===== config.mk =====
export PLATFORM = sky130hd
export DESIGN_NAME = hazard_unit
export DESIGN_NICKNAME = d
export VERILOG_FILES = /design/src/rtl/hazard_unit_pkg.sv /design/src/rtl/hazard_unit_md_timer.sv /design/src/rtl/hazard_unit.sv
export SDC_FILE = /design/constraint.sdc
export NUM_CORES = 1
export LEC_CHECK = 0
export ABC_CLOCK_PERIOD_IN_PS = 3300
export CAP_MARGIN = 20
export CORE_MARGIN = 2
export CORE_UTILIZATION = 40
export DETAILED_ROUTE_END_ITERATION = 10
export GPL_TIMING_DRIVEN = 0
export PLACE_DENSITY_LB_ADDON = 0.15
export SLEW_MARGIN = 10
export SYNTH_ARGS = -nofsm -noshare
export SYNTH_HDL_FRONTEND = slang
export SYNTH_HIERARCHICAL = 1
export SYNTH_SLANG_ARGS = --single-unit

===== constraint.sdc =====
create_clock -name clk -period 3.3 [get_ports clk]
set_clock_uncertainty 0.15 [all_clocks]
set_input_delay 0.33 -clock clk [delete_from_list [all_inputs] [get_ports clk]]
set_output_delay 0.33 -clock clk [all_outputs]
set_load 0.05 [all_outputs]

===== src/rtl/hazard_unit_pkg.sv =====
// -----------------------------------------------------------------------------
// hazard_unit_pkg
// Shared ISA definitions for the ID-stage interlock logic: instruction field
// layout, SPECIAL-opcode funct codes for the HI/LO and mul/div instructions,
// and the mul/div occupancy timer state type.
// -----------------------------------------------------------------------------
package hazard_unit_pkg;

  localparam logic [5:0] OP_SPECIAL = 6'h00;

  localparam logic [5:0] FN_MFHI  = 6'h10;
  localparam logic [5:0] FN_MTHI  = 6'h11;
  localparam logic [5:0] FN_MFLO  = 6'h12;
  localparam logic [5:0] FN_MTLO  = 6'h13;
  localparam logic [5:0] FN_MULT  = 6'h18;
  localparam logic [5:0] FN_MULTU = 6'h19;
  localparam logic [5:0] FN_DIV   = 6'h1a;
  localparam logic [5:0] FN_DIVU  = 6'h1b;

  // Counter width for the mul/div timer; holds latencies up to 64 cycles.
  localparam int MD_CNT_W = 6;

  typedef enum logic {
    MD_IDLE = 1'b0,
    MD_BUSY = 1'b1
  } md_state_e;

  // R-type field layout; rs/rt sit in the same position for every format.
  typedef struct packed {
    logic [5:0] opcode;
    logic [4:0] rs;
    logic [4:0] rt;
    logic [4:0] rd;
    logic [4:0] shamt;
    logic [5:0] funct;
  } isa_fields_t;

  function automatic isa_fields_t isa_fields(input logic [31:0] instr);
    return isa_fields_t'(instr);
  endfunction

  function automatic logic [4:0] instr_rs(input isa_fields_t f);
    return f.rs;
  endfunction

  function automatic logic [4:0] instr_rt(input isa_fields_t f);
    return f.rt;
  endfunction

endpackage


===== src/rtl/hazard_unit_md_timer.sv =====
// -----------------------------------------------------------------------------
// md_timer
// Occupancy timer for the iterative multiply/divide unit. busy is high for
// exactly MULT_LAT (isDiv=0) or DIV_LAT (isDiv=1) cycles, starting the cycle
// after start is sampled. start is ignored while busy.
//
// state   | meaning
// --------+------------------------------------------------------------
// MD_IDLE | unit free, HI/LO valid, waiting for a mul/div in EX
// MD_BUSY | operation in flight; cnt_q counts remaining cycles minus one
//
// Ports:
//   clk    in   core clock
//   rst_n  in   asynchronous active-low reset
//   start  in   valid mult/multu/div/divu in EX this cycle
//   isDiv  in   1 = div/divu, 0 = mult/multu (qualifies start)
//   busy   out  unit occupied
// -----------------------------------------------------------------------------
module md_timer
  import hazard_unit_pkg::*;
#(
  parameter int MULT_LAT = 4,
  parameter int DIV_LAT  = 32
) (
  input  logic clk,
  input  logic rst_n,
  input  logic start,
  input  logic isDiv,
  output logic busy
);

  localparam logic [MD_CNT_W-1:0] MULT_LOAD = MD_CNT_W'(MULT_LAT - 1);
  localparam logic [MD_CNT_W-1:0] DIV_LOAD  = MD_CNT_W'(DIV_LAT - 1);

  md_state_e             state_q, state_d;
  logic [MD_CNT_W-1:0]   cnt_q, cnt_d;

  always_comb begin
    state_d = state_q;
    cnt_d   = cnt_q;
    case (state_q)
      MD_IDLE: begin
        if (start) begin
          state_d = MD_BUSY;
          cnt_d   = isDiv ? DIV_LOAD : MULT_LOAD;
        end
      end
      MD_BUSY: begin
        // Terminal count: the current cycle is the last busy one.
        if (cnt_q == '0) begin
          state_d = MD_IDLE;
        end else begin
          cnt_d = cnt_q - MD_CNT_W'(1);
        end
      end
      default: state_d = MD_IDLE;
    endcase
  end

  always_ff @(posedge clk or negedge rst_n) begin
    if (!rst_n) begin
      state_q <= MD_IDLE;
      cnt_q   <= '0;
    end else begin
      state_q <= state_d;
      cnt_q   <= cnt_d;
    end
  end

  assign busy = (state_q == MD_BUSY);

endmodule


===== src/rtl/hazard_unit.sv =====
// -----------------------------------------------------------------------------
// hazard_unit
// ID-stage interlock controller for the five-stage MIPS core. Covers the
// hazards forwarding cannot: load-use, HI/LO access or new mul/div while the
// iterative mul/div unit is busy, and wrong-path fetch after a taken branch.
// Also counts cycles in which the PC was held.
//
// Ports:
//   clk            in   core clock
//   rst_n          in   asynchronous active-low reset
//   idInstruction  in   instruction word in ID
//   exWriteReg     in   EX destination register (0 = none)
//   exMemRead      in   EX instruction is a load
//   exIsMulDiv     in   EX holds a valid mult/multu/div/divu
//   exIsDiv        in   qualifies exIsMulDiv: 1 = div/divu
//   branchTaken    in   branch/jump resolved taken in EX
//   pcStall        out  hold PC
//   ifidStall      out  hold IF/ID
//   ifidFlush      out  squash IF/ID
//   idexBubble     out  load nop into ID/EX
//   mdBusy         out  mul/div unit occupied, HI/LO not valid
//   stallCount     out  number of cycles with pcStall asserted (wraps)
// -----------------------------------------------------------------------------
module hazard_unit
  import hazard_unit_pkg::*;
#(
  parameter int MULT_LAT = 4,
  parameter int DIV_LAT  = 32
) (
  input  logic        clk,
  input  logic        rst_n,
  input  logic [31:0] idInstruction,
  input  logic [4:0]  exWriteReg,
  input  logic        exMemRead,
  input  logic        exIsMulDiv,
  input  logic        exIsDiv,
  input  logic        branchTaken,
  output logic        pcStall,
  output logic        ifidStall,
  output logic        ifidFlush,
  output logic        idexBubble,
  output logic        mdBusy,
  output logic [31:0] stallCount
);

  isa_fields_t id_f;
  logic [4:0]  id_rs, id_rt;
  logic        id_special;
  logic        id_uses_hilo, id_is_muldiv;
  logic        load_use, hilo_stall, stall;
  logic        unused_id_bits;
  logic [31:0] stall_count_q, stall_count_d;

  assign id_f  = isa_fields(idInstruction);
  assign id_rs = instr_rs(id_f);
  assign id_rt = instr_rt(id_f);

  // rd/shamt play no part in interlock decisions.
  assign unused_id_bits = ^{id_f.rd, id_f.shamt};

  assign id_special   = (id_f.opcode == OP_SPECIAL);
  assign id_uses_hilo = id_special &&
                        ((id_f.funct == FN_MFHI) || (id_f.funct == FN_MFLO) ||
                         (id_f.funct == FN_MTHI) || (id_f.funct == FN_MTLO));
  assign id_is_muldiv = id_special &&
                        ((id_f.funct == FN_MULT) || (id_f.funct == FN_MULTU) ||
                         (id_f.funct == FN_DIV)  || (id_f.funct == FN_DIVU));

  // Both source fields are compared whatever the format; a false match only
  // costs one cycle.
  assign load_use   = exMemRead && (exWriteReg != 5'd0) &&
                      ((exWriteReg == id_rs) || (exWriteReg == id_rt));
  assign hilo_stall = mdBusy && (id_uses_hilo || id_is_muldiv);

  // A taken branch wins: the ID instruction is wrong-path, so it is flushed
  // rather than held. All controls are quiet while in reset.
  assign stall      = (load_use || hilo_stall) && !branchTaken && rst_n;
  assign pcStall    = stall;
  assign ifidStall  = stall;
  assign ifidFlush  = branchTaken && rst_n;
  assign idexBubble = (stall || branchTaken) && rst_n;

  md_timer #(
    .MULT_LAT (MULT_LAT),
    .DIV_LAT  (DIV_LAT)
  ) u_md_timer (
    .clk   (clk),
    .rst_n (rst_n),
    .start (exIsMulDiv),
    .isDiv (exIsDiv),
    .busy  (mdBusy)
  );

  always_comb begin
    stall_count_d = stall_count_q;
    if (pcStall) begin
      stall_count_d = stall_count_q + 32'd1;
    end
  end

  always_ff @(posedge clk or negedge rst_n) begin
    if (!rst_n) begin
      stall_count_q <= '0;
    end else begin
      stall_count_q <= stall_count_d;
    end
  end

  assign stallCount = stall_count_q;

endmodule


==> flow_summary.json <==
{
  "grt_remaining_overflow": 0,
  "r2r_cells": 6,
  "place_area_um2": 2960,
  "vias_per_cell": 5.20,
  "r2r_end": "stallCount[27]",
  "synth_cell_types": 50,
  "worstSetupStartpointType": "input port",
  "power_density_nw_per_um2": 429,
  "crit_fanout": 10,
  "rrSetupSlack_ps": 1240,
  "maxCapViolations": 0,
  "placement.io_buffers": 66,
  "r2r_start": "stallCount[2]",
  "tns_ps": 0,
  "syn-num-nets": 253,
  "leakagePower_nw": 1.41,
  "startpoint": "exWriteReg[0]",
  "antenna_cells": 0,
  "status": "finished clean",
  "dpl.cell_count": 344,
  "grt_max_degree": 21,
  "wl_per_cell_um": 14.9,
  "max_freq_ghz": 0.349,
  "ys_async_sr_fraction": 1.00,
  "synthCells": 207,
  "cp.arrival_ps": 2390,
  "pre_cts_slack_ps": -149,
  "design_area_um2": 3080,
  "hpwl_um": 3870,
  "cp.required_ps": 2820,
  "timing.final.crit_share": 0.869,
  "die_h_um": 78.1,
  "hold_path_class": "reg2reg",
  "route.detailed.drc": 0,
  "numCtsBuffers": 5,
  "slew_viol_final": 0,
  "layout_common_cells": "clkdlybuf4s50_1 (62), dfrtp_1 (39), xor2_1 (21)",
  "via_count": 1842,
  "ir_worst_vdd_mv": 0.358,
  "post_cts.repair.setup_buffers": 0,
  "synth_edf_count": 0,
  "yosysWarnings": 6,
  "rows": 26,
  "drt-initial-drc-count": 79,
  "grt_pass1_wl_um": 8740,
  "area_growth_pct": 40.3,
  "hold-path-cell-count": 1,
  "grt_pass1_vias": 1752,
  "clk_pin_slew_ps": 70,
  "min_to": "stallCount[31]",
  "place_congestion": 0.829,
  "drtPass1Iterations": 5,
  "grt_setup_unrepaired": "no",
  "drtAntennaViolNets": 0,
  "cts_max_level": 2,
  "worst-slew-pin-transition_ps": 918,
  "die_w_um": 78.1,
  "worst_slack_ps": 433,
  "cts_tree": "built",
  "grt_usage": 0.184,
  "seq_area_frac_synth": 0.445,
  "antenna_found_initial": 0,
  "routed_wl_um": 5260,
  "crit_type": "in2out",
  "cts_root_buf": "clkbuf_8",
  "netlist_area_um2": 2190,
  "finish.net_count": 329,
  "drive_above_1_share": 0.109,
  "cts_buffer_depth": 2,
  "hold_viol_final": 0,
  "ys_seq_elements": 39,
  "syn_area_per_cell_um2": 10.6,
  "start_util": 0.421,
  "fin_crit_ps": 2870,
  "worst_setup_path_end_kind": "primary output",
  "clk_latency_ps": 300,
  "hp-start": "stallCount[31]",
  "dieArea_um2": 6090,
  "numClockSinks": 39,
  "layout_commonest_cell": "clkdlybuf4s50_1",
  "setup_viol": 0,
  "ios": 80,
  "core_area_um2": 5200,
  "finalNonFillerCells": 354,
  "ys_dominant_reg_cell": "dfrtp_1",
  "maxSlewHeadroom": 0.386
}
-- kinds of logic (layout without fill, tap and decap cells) --
group                    after synthesis  after routing  synth area share
buffers and inverters                 12             89            0.0268
flip-flops                            39             39             0.445
AO/OA/AOI/OAI                         18             18            0.0724
AND/OR/NAND/NOR                       92             92             0.265
adder cells (fa/ha/maj)                3              3            0.0171
XOR/XNOR                              41             41             0.164
multiplexers                           2              2            0.0103
-- worst max-delay path, cell delays in order --
cell	delay, ps
clkdlybuf4s50_1	470
nor3_1	240
a21oi_1	170
a21boi_2	330
buf_2	320
inv_1	90
buf_4	130
dlymetal6s2s_1	300
-- metrics by stage --
step	hold slack, ps	utilization	power, mW
after floorplan	-116	-	0.873
after global placement	314	0.565	0.994
after detailed placement	173	0.569	1.01
after CTS	329	0.590	1.33
after global routing	347	0.591	1.40
final	327	0.591	1.32
-- final cells by class --
type	instances	area [um2]
Buffer	5	32.5
Clock buffer	5	68.8
Clock inverter	3	15.0
Fill cell	473	2130
Inverter	7	26.3
Multi-Input combinational cell	156	1160
Sequential cell	39	976
Tap cell	70	87.6
Timing Repair Buffer	69	713
-- registers in the layout, indices dropped and copies added, names as in the netlist --
signal and count:
stallCount 32, u_md_timer/cnt_q 6, u_md_timer/busy 1
-- power breakdown --
part	leakage (nW)	internal, mW	switching, mW
Combinational	0.842	0.200	0.196
Sequential	0.521	0.530	0.0775
Clock	0.0477	0.145	0.171
-- routing by layer --
metal / vias up / part of all wire / global-route usage
met5: - / 0 / 0
met4: 0 / 0.017 / 0.0667
met3: 8 / 0.045 / 0.0494
met2: 47 / 0.47 / 0.278
met1: 902 / 0.46 / 0.256
li1: 885 / - / -
-- worst max path at each step --
stage | to | depth (start not counted)
3_3_place_gp | pcStall | 9
6_report | pcStall | 8
4_1_cts | pcStall | 8
5_1_grt | pcStall | 8
3_5_place_dp | pcStall | 10
2_1_floorplan | pcStall | 6
-- synthesized netlist by cell type (2+ instances only) --
| cell type | instances | area (um2) |
|---|---|---|
| dfrtp_1 | 39 | 976 |
| xor2_1 | 21 | 184 |
| xnor2_1 | 20 | 175 |
| nand2_1 | 16 | 60.1 |
| nand3_1 | 12 | 60.1 |
| nor3_1 | 12 | 60.1 |
| nor2_1 | 10 | 37.5 |
| inv_1 | 7 | 26.3 |
| nand4_1 | 6 | 37.5 |
| nor2b_1 | 5 | 31.3 |
| and3_1 | 4 | 25.0 |
| nor4b_1 | 4 | 35.0 |
| a31oi_1 | 3 | 18.8 |
| ha_1 | 3 | 37.5 |
| nand2b_1 | 3 | 18.8 |
| nor3b_1 | 3 | 22.5 |
| and2_1 | 2 | 12.5 |
| and4_1 | 2 | 17.5 |
| buf_2 | 2 | 10.0 |
| mux2_2 | 2 | 22.5 |
| o31ai_1 | 2 | 15.0 |
-- repair_timing --
item,in CTS,in global routing
hold buffers,2,0
pin swaps,0,0
gates resized for setup,1,3
hold endpoints to repair,19,0
setup endpoints to repair,3,3
Power figures use the tool's default switching activity.
